$ cat config.mk
export PLATFORM = sky130hd
export DESIGN_NAME = undo_log_arbiter_flat
export DESIGN_NICKNAME = d
export VERILOG_FILES = /design/src/rtl/undo_log_arbiter_pkg.sv /design/src/rtl/undo_log_arbiter_if.sv /design/src/rtl/undo_log_arbiter_rr_arbiter.sv /design/src/rtl/undo_log_arbiter.sv /design/src/flat_wrapper.sv
export SDC_FILE = /design/constraint.sdc
export NUM_CORES = 1
export LEC_CHECK = 0
export CAP_MARGIN = 10
export CORE_UTILIZATION = 48
export CTS_CLUSTER_SIZE = 16
export DETAILED_ROUTE_END_ITERATION = 12
export GPL_TIMING_DRIVEN = 1
export PLACE_DENSITY = 0.91
export RECOVER_POWER = 100
export SLEW_MARGIN = 30
export SYNTH_ARGS = -nofsm -noshare
export SYNTH_HDL_FRONTEND = slang
export SYNTH_SLANG_ARGS = --single-unit
$ cat constraint.sdc
create_clock -name clk -period 8.7 [get_ports clk]
set_input_delay 2.175 -clock clk [delete_from_list [all_inputs] [get_ports clk]]
set_output_delay 2.175 -clock clk [all_outputs]
set_load 0.03 [all_outputs]
$ cat src/rtl/undo_log_arbiter_pkg.sv
// Shared types for the tile undo-log write path: entry fields, widths and helpers.
package undo_log_arbiter_pkg;

  localparam int LOG_CQ_SLICE_SIZE  = 4;
  localparam int LOG_UNDO_LOG_DEPTH = 2;
  localparam int UNDO_ID_W          = 8;

  typedef logic [UNDO_ID_W-1:0]         undo_id_t;
  typedef logic [31:0]                  undo_log_addr_t;
  typedef logic [31:0]                  undo_log_data_t;
  typedef logic [LOG_CQ_SLICE_SIZE-1:0] cq_slice_slot_t;

  typedef struct packed {
    cq_slice_slot_t slot;
    undo_id_t       id;
    undo_log_addr_t addr;
    undo_log_data_t data;
  } undo_log_entry_t;

  // Index width for a set of n requesters, never narrower than one bit.
  function automatic int core_w(input int n);
    return (n > 1) ? $clog2(n) : 1;
  endfunction

endpackage

$ cat src/rtl/undo_log_arbiter_if.sv
// Core-side undo-log ports, undo RAM write port and status of one tile arbiter.
interface undo_log_arbiter_if #(
  parameter int N_CORES        = 4,
  parameter int LOG_UNDO_DEPTH = undo_log_arbiter_pkg::LOG_UNDO_LOG_DEPTH
) ();
  import undo_log_arbiter_pkg::*;

  localparam int CORE_W = core_w(N_CORES);
  localparam int IDX_W  = LOG_CQ_SLICE_SIZE + LOG_UNDO_DEPTH;

  // Every channel is valid/ready: a transfer happens on a rising clk edge where
  // both are high; the sender holds its payload stable while valid & !ready.
  logic           [N_CORES-1:0] in_valid;
  logic           [N_CORES-1:0] in_ready;
  undo_id_t       [N_CORES-1:0] in_id;
  undo_log_addr_t [N_CORES-1:0] in_addr;
  undo_log_data_t [N_CORES-1:0] in_data;
  cq_slice_slot_t [N_CORES-1:0] in_slot;

  logic                         mem_wvalid;
  logic                         mem_wready;
  logic           [IDX_W-1:0]   mem_windex;
  undo_log_addr_t               mem_waddr;
  undo_log_data_t               mem_wdata;
  logic           [CORE_W-1:0]  mem_wcore;

  logic                         overflow;
  logic           [CORE_W-1:0]  overflow_core;
  logic           [31:0]        num_writes;

  modport master (
    output in_valid, in_id, in_addr, in_data, in_slot, mem_wready,
    input  in_ready, mem_wvalid, mem_windex, mem_waddr, mem_wdata, mem_wcore,
    input  overflow, overflow_core, num_writes
  );

  modport slave (
    input  in_valid, in_id, in_addr, in_data, in_slot, mem_wready,
    output in_ready, mem_wvalid, mem_windex, mem_waddr, mem_wdata, mem_wcore,
    output overflow, overflow_core, num_writes
  );

endinterface

$ cat src/rtl/undo_log_arbiter_rr_arbiter.sv
// N-way round-robin arbiter: combinational grant, pointer advances past each taken grant.
module rr_arbiter #(
  parameter  int N  = 4,
  localparam int IW = (N > 1) ? $clog2(N) : 1
) (
  input  logic          clk_i,
  input  logic          rst_ni,
  input  logic [N-1:0]  req_i,
  input  logic          advance_i,
  output logic          gnt_valid_o,
  output logic [IW-1:0] gnt_idx_o
);

  logic [IW-1:0] ptr_q, ptr_d;
  logic [IW:0]   cand;

  // Scan offsets high to low so the nearest requester at or after ptr_q wins.
  always_comb begin
    gnt_valid_o = 1'b0;
    gnt_idx_o   = '0;
    cand        = '0;
    for (int k = N - 1; k >= 0; k--) begin
      cand = {1'b0, ptr_q} + (IW + 1)'(k);
      if (cand >= (IW + 1)'(N)) cand = cand - (IW + 1)'(N);
      if (req_i[cand[IW-1:0]]) begin
        gnt_valid_o = 1'b1;
        gnt_idx_o   = cand[IW-1:0];
      end
    end
  end

  always_comb begin
    ptr_d = ptr_q;
    if (advance_i && gnt_valid_o)
      ptr_d = (gnt_idx_o == IW'(N - 1)) ? '0 : gnt_idx_o + 1'b1;
  end

  always_ff @(posedge clk_i or negedge rst_ni) begin
    if (!rst_ni) ptr_q <= '0;
    else         ptr_q <= ptr_d;
  end

endmodule

$ cat src/rtl/undo_log_arbiter.sv
// Per-core skid registers feeding one round-robin arbitrated undo-log RAM write port,
// with sticky detection of entries whose id exceeds the per-slot log depth.
module undo_log_arbiter
  import undo_log_arbiter_pkg::*;
#(
  parameter int N_CORES        = 4,
  parameter int LOG_UNDO_DEPTH = LOG_UNDO_LOG_DEPTH,
  parameter int TILE_ID        = 0
) (
  input  logic              clk,
  input  logic              rstn,
  undo_log_arbiter_if.slave bus
);

  localparam int       CW       = core_w(N_CORES);
  localparam int       IDX_W    = LOG_CQ_SLICE_SIZE + LOG_UNDO_DEPTH;
  localparam undo_id_t ID_LIMIT = undo_id_t'(2 ** LOG_UNDO_DEPTH);

  logic            [N_CORES-1:0] skid_valid_q, skid_valid_d;
  undo_log_entry_t               skid_q [N_CORES];
  logic            [N_CORES-1:0] cap, store;
  logic                          ovf_hit;
  logic            [CW-1:0]      ovf_idx;

  logic                          gnt_valid, load;
  logic            [CW-1:0]      gnt_idx;

  logic                          wvalid_q, wvalid_d;
  logic            [IDX_W-1:0]   windex_q;
  undo_log_addr_t                waddr_q;
  undo_log_data_t                wdata_q;
  logic            [CW-1:0]      wcore_q;

  logic                          ovf_q, ovf_d;
  logic            [CW-1:0]      ovf_core_q, ovf_core_d;
  logic            [31:0]        num_writes_q, num_writes_d;

  // Ready depends only on skid occupancy, so a skid emptied by a grant refills a cycle later.
  assign bus.in_ready = ~skid_valid_q;
  assign cap          = bus.in_valid & ~skid_valid_q;
  assign load         = gnt_valid & (~wvalid_q | bus.mem_wready);

  // Out-of-range ids complete their handshake but never occupy the skid.
  always_comb begin
    store   = '0;
    ovf_hit = 1'b0;
    ovf_idx = '0;
    for (int i = N_CORES - 1; i >= 0; i--) begin
      if (cap[i] && (bus.in_id[i] >= ID_LIMIT)) begin
        ovf_hit = 1'b1;
        ovf_idx = CW'(i);
      end
      store[i] = cap[i] && (bus.in_id[i] < ID_LIMIT);
    end
  end

  rr_arbiter #(.N(N_CORES)) u_rr (
    .clk_i       (clk),
    .rst_ni      (rstn),
    .req_i       (skid_valid_q),
    .advance_i   (load),
    .gnt_valid_o (gnt_valid),
    .gnt_idx_o   (gnt_idx)
  );

  always_comb begin
    skid_valid_d = skid_valid_q;
    if (load) skid_valid_d[gnt_idx] = 1'b0;
    skid_valid_d = skid_valid_d | store;

    wvalid_d = wvalid_q;
    if (load)                wvalid_d = 1'b1;
    else if (bus.mem_wready) wvalid_d = 1'b0;

    num_writes_d = num_writes_q + ((wvalid_q && bus.mem_wready) ? 32'd1 : 32'd0);
    ovf_d        = ovf_q | ovf_hit;
    ovf_core_d   = (ovf_hit && !ovf_q) ? ovf_idx : ovf_core_q;
  end

  always_ff @(posedge clk or negedge rstn) begin
    if (!rstn) begin
      skid_valid_q <= '0;
      wvalid_q     <= 1'b0;
      ovf_q        <= 1'b0;
      ovf_core_q   <= '0;
      num_writes_q <= '0;
    end else begin
      skid_valid_q <= skid_valid_d;
      wvalid_q     <= wvalid_d;
      ovf_q        <= ovf_d;
      ovf_core_q   <= ovf_core_d;
      num_writes_q <= num_writes_d;
    end
  end

  // Payload registers carry no reset; their valid bits decide whether they mean anything.
  always_ff @(posedge clk) begin
    for (int i = 0; i < N_CORES; i++) begin
      if (store[i])
        skid_q[i] <= '{slot: bus.in_slot[i], id: bus.in_id[i],
                       addr: bus.in_addr[i], data: bus.in_data[i]};
    end
    if (load) begin
      windex_q <= {skid_q[gnt_idx].slot, skid_q[gnt_idx].id[LOG_UNDO_DEPTH-1:0]};
      waddr_q  <= skid_q[gnt_idx].addr;
      wdata_q  <= skid_q[gnt_idx].data;
      wcore_q  <= gnt_idx;
    end
  end

  assign bus.mem_wvalid    = wvalid_q;
  assign bus.mem_windex    = windex_q;
  assign bus.mem_waddr     = waddr_q;
  assign bus.mem_wdata     = wdata_q;
  assign bus.mem_wcore     = wcore_q;
  assign bus.overflow      = ovf_q;
  assign bus.overflow_core = ovf_core_q;
  assign bus.num_writes    = num_writes_q;

endmodule

$ cat src/flat_wrapper.sv
// flat-port wrapper written by rule: the top's interface ports become plain ports
module undo_log_arbiter_flat import undo_log_arbiter_pkg::*;
#(
  parameter int N_CORES        = 4,
  parameter int LOG_UNDO_DEPTH = LOG_UNDO_LOG_DEPTH,
  parameter int TILE_ID        = 0
)
  (clk, rstn, bus_in_valid, bus_in_id, bus_in_addr, bus_in_data, bus_in_slot, bus_mem_wready, bus_in_ready, bus_mem_wvalid, bus_mem_windex, bus_mem_waddr, bus_mem_wdata, bus_mem_wcore, bus_overflow, bus_overflow_core, bus_num_writes);
  undo_log_arbiter_if #(.N_CORES(N_CORES), .LOG_UNDO_DEPTH(LOG_UNDO_DEPTH)) bus_i ();
  input  logic clk;
  input  logic rstn;
  input wire logic [$bits(bus_i.in_valid)-1:0] bus_in_valid;
  input wire logic [$bits(bus_i.in_id)-1:0] bus_in_id;
  input wire logic [$bits(bus_i.in_addr)-1:0] bus_in_addr;
  input wire logic [$bits(bus_i.in_data)-1:0] bus_in_data;
  input wire logic [$bits(bus_i.in_slot)-1:0] bus_in_slot;
  input wire logic [$bits(bus_i.mem_wready)-1:0] bus_mem_wready;
  output wire logic [$bits(bus_i.in_ready)-1:0] bus_in_ready;
  output wire logic [$bits(bus_i.mem_wvalid)-1:0] bus_mem_wvalid;
  output wire logic [$bits(bus_i.mem_windex)-1:0] bus_mem_windex;
  output wire logic [$bits(bus_i.mem_waddr)-1:0] bus_mem_waddr;
  output wire logic [$bits(bus_i.mem_wdata)-1:0] bus_mem_wdata;
  output wire logic [$bits(bus_i.mem_wcore)-1:0] bus_mem_wcore;
  output wire logic [$bits(bus_i.overflow)-1:0] bus_overflow;
  output wire logic [$bits(bus_i.overflow_core)-1:0] bus_overflow_core;
  output wire logic [$bits(bus_i.num_writes)-1:0] bus_num_writes;
  assign bus_i.in_valid = bus_in_valid;
  assign bus_i.in_id = bus_in_id;
  assign bus_i.in_addr = bus_in_addr;
  assign bus_i.in_data = bus_in_data;
  assign bus_i.in_slot = bus_in_slot;
  assign bus_i.mem_wready = bus_mem_wready;
  assign bus_in_ready = bus_i.in_ready;
  assign bus_mem_wvalid = bus_i.mem_wvalid;
  assign bus_mem_windex = bus_i.mem_windex;
  assign bus_mem_waddr = bus_i.mem_waddr;
  assign bus_mem_wdata = bus_i.mem_wdata;
  assign bus_mem_wcore = bus_i.mem_wcore;
  assign bus_overflow = bus_i.overflow;
  assign bus_overflow_core = bus_i.overflow_core;
  assign bus_num_writes = bus_i.num_writes;
  undo_log_arbiter #(.N_CORES(N_CORES), .LOG_UNDO_DEPTH(LOG_UNDO_DEPTH), .TILE_ID(TILE_ID)) u_core (.clk(clk), .rstn(rstn), .bus(bus_i));
endmodule
Word-level counts from Yosys, hierarchy flattened
Memories as Yosys holds them, arrays and structs flattened. A register that Yosys moved wholly into a read port is not among the register bits. Index checks and enable logic that the tools add are counted.

Shift-type cells: 0. Divide/modulo/power cells: 0. Eq/ne operators: 1. Reduce and logical (&&, ||, !) cells: 14. Add/subtract/negate cells: 9. Bitwise operators: 9. Mux-type cells: 43. Order comparisons: 18. Multiply operators: 0.

Operators with widths (count): adder 32 bit (1); greater-or-equal comparator 8 x 3 -> 1 bit, second input constant (4); less-than comparator 8 x 3 -> 1 bit, second input constant (4); 2-to-1 mux 2 bit (13); 2-to-1 mux 1 bit (24); less-than comparator 2 x 3 -> 1 bit, second input constant (5); logical AND 1 bit (12); greater-or-equal comparator 3 bit, second input constant (3); bitwise AND 4 bit (2); binary-select mux 1 bit (select 2 bit) (4); NOT 4 bit (2); subtractor 2 x 1 -> 2 bit, second input constant (4); adder 2 x 2 -> 3 bit, second input constant (2); 2-to-1 mux 4 bit (1); bitwise OR 4 bit (1); adder 2 x 1 -> 3 bit, second input constant (1); greater-or-equal comparator 2 x 3 -> 1 bit, second input constant (1); adder 2 x 1 -> 2 bit, second input constant (1); demux 1 bit (select 2 bit) (1); equality test 2 bit, second input constant (1); greater-or-equal comparator 2 x 1 -> 1 bit, second input constant (1); bitwise OR 1 bit (2); nonzero test 2 bit (1); bitwise AND 1 bit (1); 2 further kinds (2).

Latch bits: 0. Bits in registers: 44. Output and inout port bits: 112. RAM bits: 304. Memories: 1. ROM bits: 0. Logic and storage cells: 102.

Memory list: u_core.skid_q (words 4, width 76, rd ports 1, clocked after Yosys merged registers in 1, wr ports 4, line undo_log_arbiter.sv:20) `undo_log_entry_t skid_q [N_CORES];`.

Logic depth before layout (Yosys ltp)
Word-level depth: 17. Mapped depth: 10. Mapped depth without buffers: 9.

Modules after synthesis
Synthesis repeated with hierarchy kept, for this count alone.

Cell total of the unflattened synthesis: 632. Area total of the unflattened synthesis: 14321.2 um^2.

Modules (own cells, without submodules): undo_log_arbiter (instances 1, cells each 611, area an instance 14156.1 um^2, seq. area each 11571.1 um^2); rr_arbiter (instances 1, cells each 21, area an instance 165.2 um^2, seq. area each 50.0 um^2).

Worst setup path after synthesis
No wires, ideal clock.

Path type: input to register. Start: input bus_in_id[23]. End: memory u_core.skid_q[2][0] in the netlist's numbering, enable pin. Slack: -1409 ps. Buffers on the path: 0. Library setup time: 682 ps. Arrival time: 9427 ps. Stages: 2. Data required time: 8018 ps. Cell sequence: or4_4 -> nor4_1.

RTL lines: start: declaration (line flat_wrapper.sv:13) `input wire logic [$bits(bus_i.in_id)-1:0] bus_in_id;`; end: declaration (line undo_log_arbiter.sv:20).

Worst setup path in the final report
Start: register u_core.skid_valid_q[1]. End: register u_core.wdata_q[24], in the netlist u_core.bus.mem_wdata[24] (read register of u_core.skid_q) (data pin).

Cells in the longest elaborated chain, start to end: 7.

Ends and longest elaborated chain: start: declaration (line undo_log_arbiter.sv:19) `logic [N_CORES-1:0] skid_valid_q, skid_valid_d;`; start signal: assignment (line undo_log_arbiter.sv:88) `skid_valid_q <= skid_valid_d;`; binary-select mux 1 bit (select 2 bit) (line undo_log_arbiter_rr_arbiter.sv:25) `if (req_i[cand[IW-1:0]]) begin`; 2-to-1 mux 1 bit (not written as such) (line undo_log_arbiter_rr_arbiter.sv:25); 2-to-1 mux 1 bit (4 in a row) (line undo_log_arbiter_rr_arbiter.sv:25); bitwise AND 1 bit (line undo_log_arbiter.sv:41) `assign load = gnt_valid & (~wvalid_q | bus.mem_wready);`; end: declaration (line undo_log_arbiter.sv:31) `undo_log_data_t wdata_q;`.

Several ways; a longest one is shown, not always the timed one. The select of a mux whose other input is x is not followed. A chain may end at the register's enable or synchronous reset.

==> out/metrics.csv <==
stage,metric,value,unit
clocking,cts_buffers,40,
synthesis,synth_top_area_cell,edfxtp_1,
timing,slew_violations,302,
die,die_w,178,um
die,rows,64,
final_layout,drive_gt1_share,5.53,%
global_routing,grt_pass1_vias,9226,
die,die_y,178,um
synthesis,synth_top_area_share,71.0,%
die,ios,423,
die,core,30600,um^2
clocking,cts.sinks,394,
clocking,cts_tree,built,
die,die_area,31700,um^2
clocking,cts-resized-gates,0,
final_layout,layout_common_cells,"dlygate4sd3_1 (397), edfxtp_1 (352), mux2i_1 (210), dfrtp_1 (42), clkbuf_16 (40)",
final_layout,final_common_cell,dlygate4sd3_1,
outcome,violations,"capacitance limit, slew limit",
critical_path,crit_start,u_core.skid_valid_q[1],
critical_path,crit_arrival,6480,ps
drt,vias,8853,
drt,route.detailed.drc,0,
outcome,outcome,"complete, but fails checks",
drt,wl,39.1,mm
timing,fin_worst_skew,18.6,ps
critical_path,crit_type,flip-flop to flip-flop,
place,portBuffers,422,
clocking,htree_levels,2,
critical_path,endpoint,u_core.bus.mem_wdata[24],
pwr,power_density,314,nW/um^2
global_routing,track_usage,23.5,%
synthesis,synth_nets,1095,
drt,met3RoutedLength,2.91,mm
worst_hold_path,hold_class,flip-flop to flip-flop,
timing,finalSetupTns,0,ps
timing,hold_viol,0,
synthesis,yosysWarnings,0,
critical_path,cp_max_fo,60,
timing,max_freq,0.163,GHz
drt,viasPerCell,5.28,
global_routing,grt-ovfl-total,0,
pwr,vdd_drop_max,230,uV
timing,finalSetupViolCount,0,
final_layout,nNetsFinal,1549,
clocking,clk_pin_slew,60,ps
synthesis,post_synth_instance_area,14900,um^2
global_routing,grt_pass1_wl,54.2,mm
final_layout,final_cells,1678,
synthesis,syn-instance-count,781,
critical_path,ff2ff_setup_slack,2550,ps
drt,firstDrtPassIters,5,
place,gp_congestion,0.828,
place,dp.cells,1588,
synthesis,ys_seq_area_share,78.1,%
synthesis,synthTopCellsByArea,"edfxtp_1 (71%), mux2i_1 (14%), dfrtp_1 (7.1%), xnor2_1 (1.5%), nand3_1 (0.54%)",
place,dp_hpwl,25.5,mm
worst_hold_path,hold_path_depth,1,
timing,fin_crit,6150,ps
timing,relSlewSlack,-199,%
global_routing,antenna_found_initial,15,
clocking,clock_latency,530,ps
final_layout,final_util,67.9,%
timing,tightest_slew,4490,ps
critical_path,r2r_end,u_core.bus.mem_wdata[24],
synthesis,synth_area_per_cell,19.1,um^2
drt,top_layer,met5,
critical_path,crit_required,9030,ps
synthesis,synth_flop_cell,edfxtp_1,
drt,route.met2.wl,20.7,mm
synthesis,ys_seq_elements,394,
clocking,postCtsSetupBuffers,0,
flow_run,cap_violations,8,
critical_path,reg2reg_from,u_core.skid_valid_q[1],
synthesis,synth_cell_types,38,
clocking,cts_hold_buffers,0,
timing,whs,495,ps
timing,period_share,70.7,%
drt,wirelength_met1,14.2,mm
drt,drtIter0Drc,635,
pwr,finalPower,6.51,mW
die,initial_core_util,48.7,%
global_routing,grt_start_max_net_pins,63,
drt,detail-route-antenna-nets,0,
drt,wl_per_cell,23.3,um
clocking,cts_buffer_depth,3,
pwr,p_leak,7.40,nW
synthesis,synth-edff-count,352,
critical_path,r2r_cells,6,
synthesis,ys_async_sr_fraction,10.7,%
timing,rsz0062_at_grt,no,
critical_path,start_kind,flip-flop,
final_layout,areaGrowthSynthToFinish,39.5,%
clocking,cts_root_buf,clkbuf_16,
critical_path,end_kind,flip-flop,
## metal layers
| layer | vias to the layer above | GRT usage, % |
|---|---|---|
| met2 | 428 | 41.9 |
| li1 | 3969 | - |
| met5 | - | 0 |
| met3 | 83 | 5.33 |
| met4 | 2 | 9.97 |
| met1 | 4371 | 27.2 |
## worst max-delay path, cell delays in order, from the launching register on
cell and delay [ps]:
dfrtp_1 450, inv_1 240, a21oi_1 100, a21oi_1 830, clkbuf_1 3190, mux2i_1 650
mux2i_1 400
## registers in the layout, indices dropped and copies added (netlist names)
| name | cells |
|---|---|
| u_core.bus.mem_wdata | 32 |
| u_core.bus.mem_windex | 6 |
| u_core.bus.mem_wcore | 2 |
| u_core.bus.overflow | 1 |
| u_core.skid_q | 280 |
| u_core.u_rr.ptr_q | 2 |
| u_core.bus.mem_wvalid | 1 |
| u_core.skid_valid_q | 4 |
| u_core.bus.overflow_core | 2 |
| u_core.bus.mem_waddr | 32 |
| u_core.bus.num_writes | 32 |
## report_power, final
group	switching [mW]	internal (mW)	leakage [nW]
registers	0.107	2.46	3.76
logic	1.35	0.944	3.02
clock network	0.715	0.944	0.621
## cell usage after synthesis (all sizes together) (5+ instances only)
cell type and number:
and3 5, xnor2 25, mux2i 210, nand3 16, edfxtp 352, xor2 5
nor4 6, inv 11, nor2 16, buf 24, a21oi 10, nand4 12
dfrtp 42, nand2 17
## cells by family after synthesis
group           after synthesis  synth area share [%]
simple gates                 86                  3.25
xor+xnor                     30                  1.76
buf+inv                      35                  1.55
fa+ha+maj                     3                 0.252
mux                         210                  14.1
flops                       394                  78.1
compound gates               23                  1.02
## worst min path at each step
stage                           startpoint                          end  slack (ps)
5_1_grt        u_core.bus.overflow_core[1]  u_core.bus.overflow_core[1]         510
6_report       u_core.bus.overflow_core[1]  u_core.bus.overflow_core[1]         490
2_1_floorplan         u_core.u_rr.ptr_q[0]         u_core.u_rr.ptr_q[0]         490
4_1_cts        u_core.bus.overflow_core[1]  u_core.bus.overflow_core[1]         500
3_3_place_gp   u_core.bus.overflow_core[1]  u_core.bus.overflow_core[1]         480
3_5_place_dp   u_core.bus.overflow_core[1]  u_core.bus.overflow_core[1]         490
## final cells by class
type | count | area [um^2]
sequential | 394 | 11600
timing repair buffer | 436 | 4300
clock buffer | 45 | 1030
clock inverter | 27 | 221
antenna | 17 | 42.5
tap | 396 | 495
multi-input combinational | 352 | 3020
inverter | 11 | 41.3
fill | 1944 | 9820
## metrics by stage
step	worst slack, ps	area [um^2]
2_1_floorplan	346	14900
3_3_place_gp	3890	19600
3_5_place_dp	3840	19600
4_1_cts	4370	20800
5_1_grt	2380	20800
6_report	2550	20800
Power figures use the tool's default switching activity.
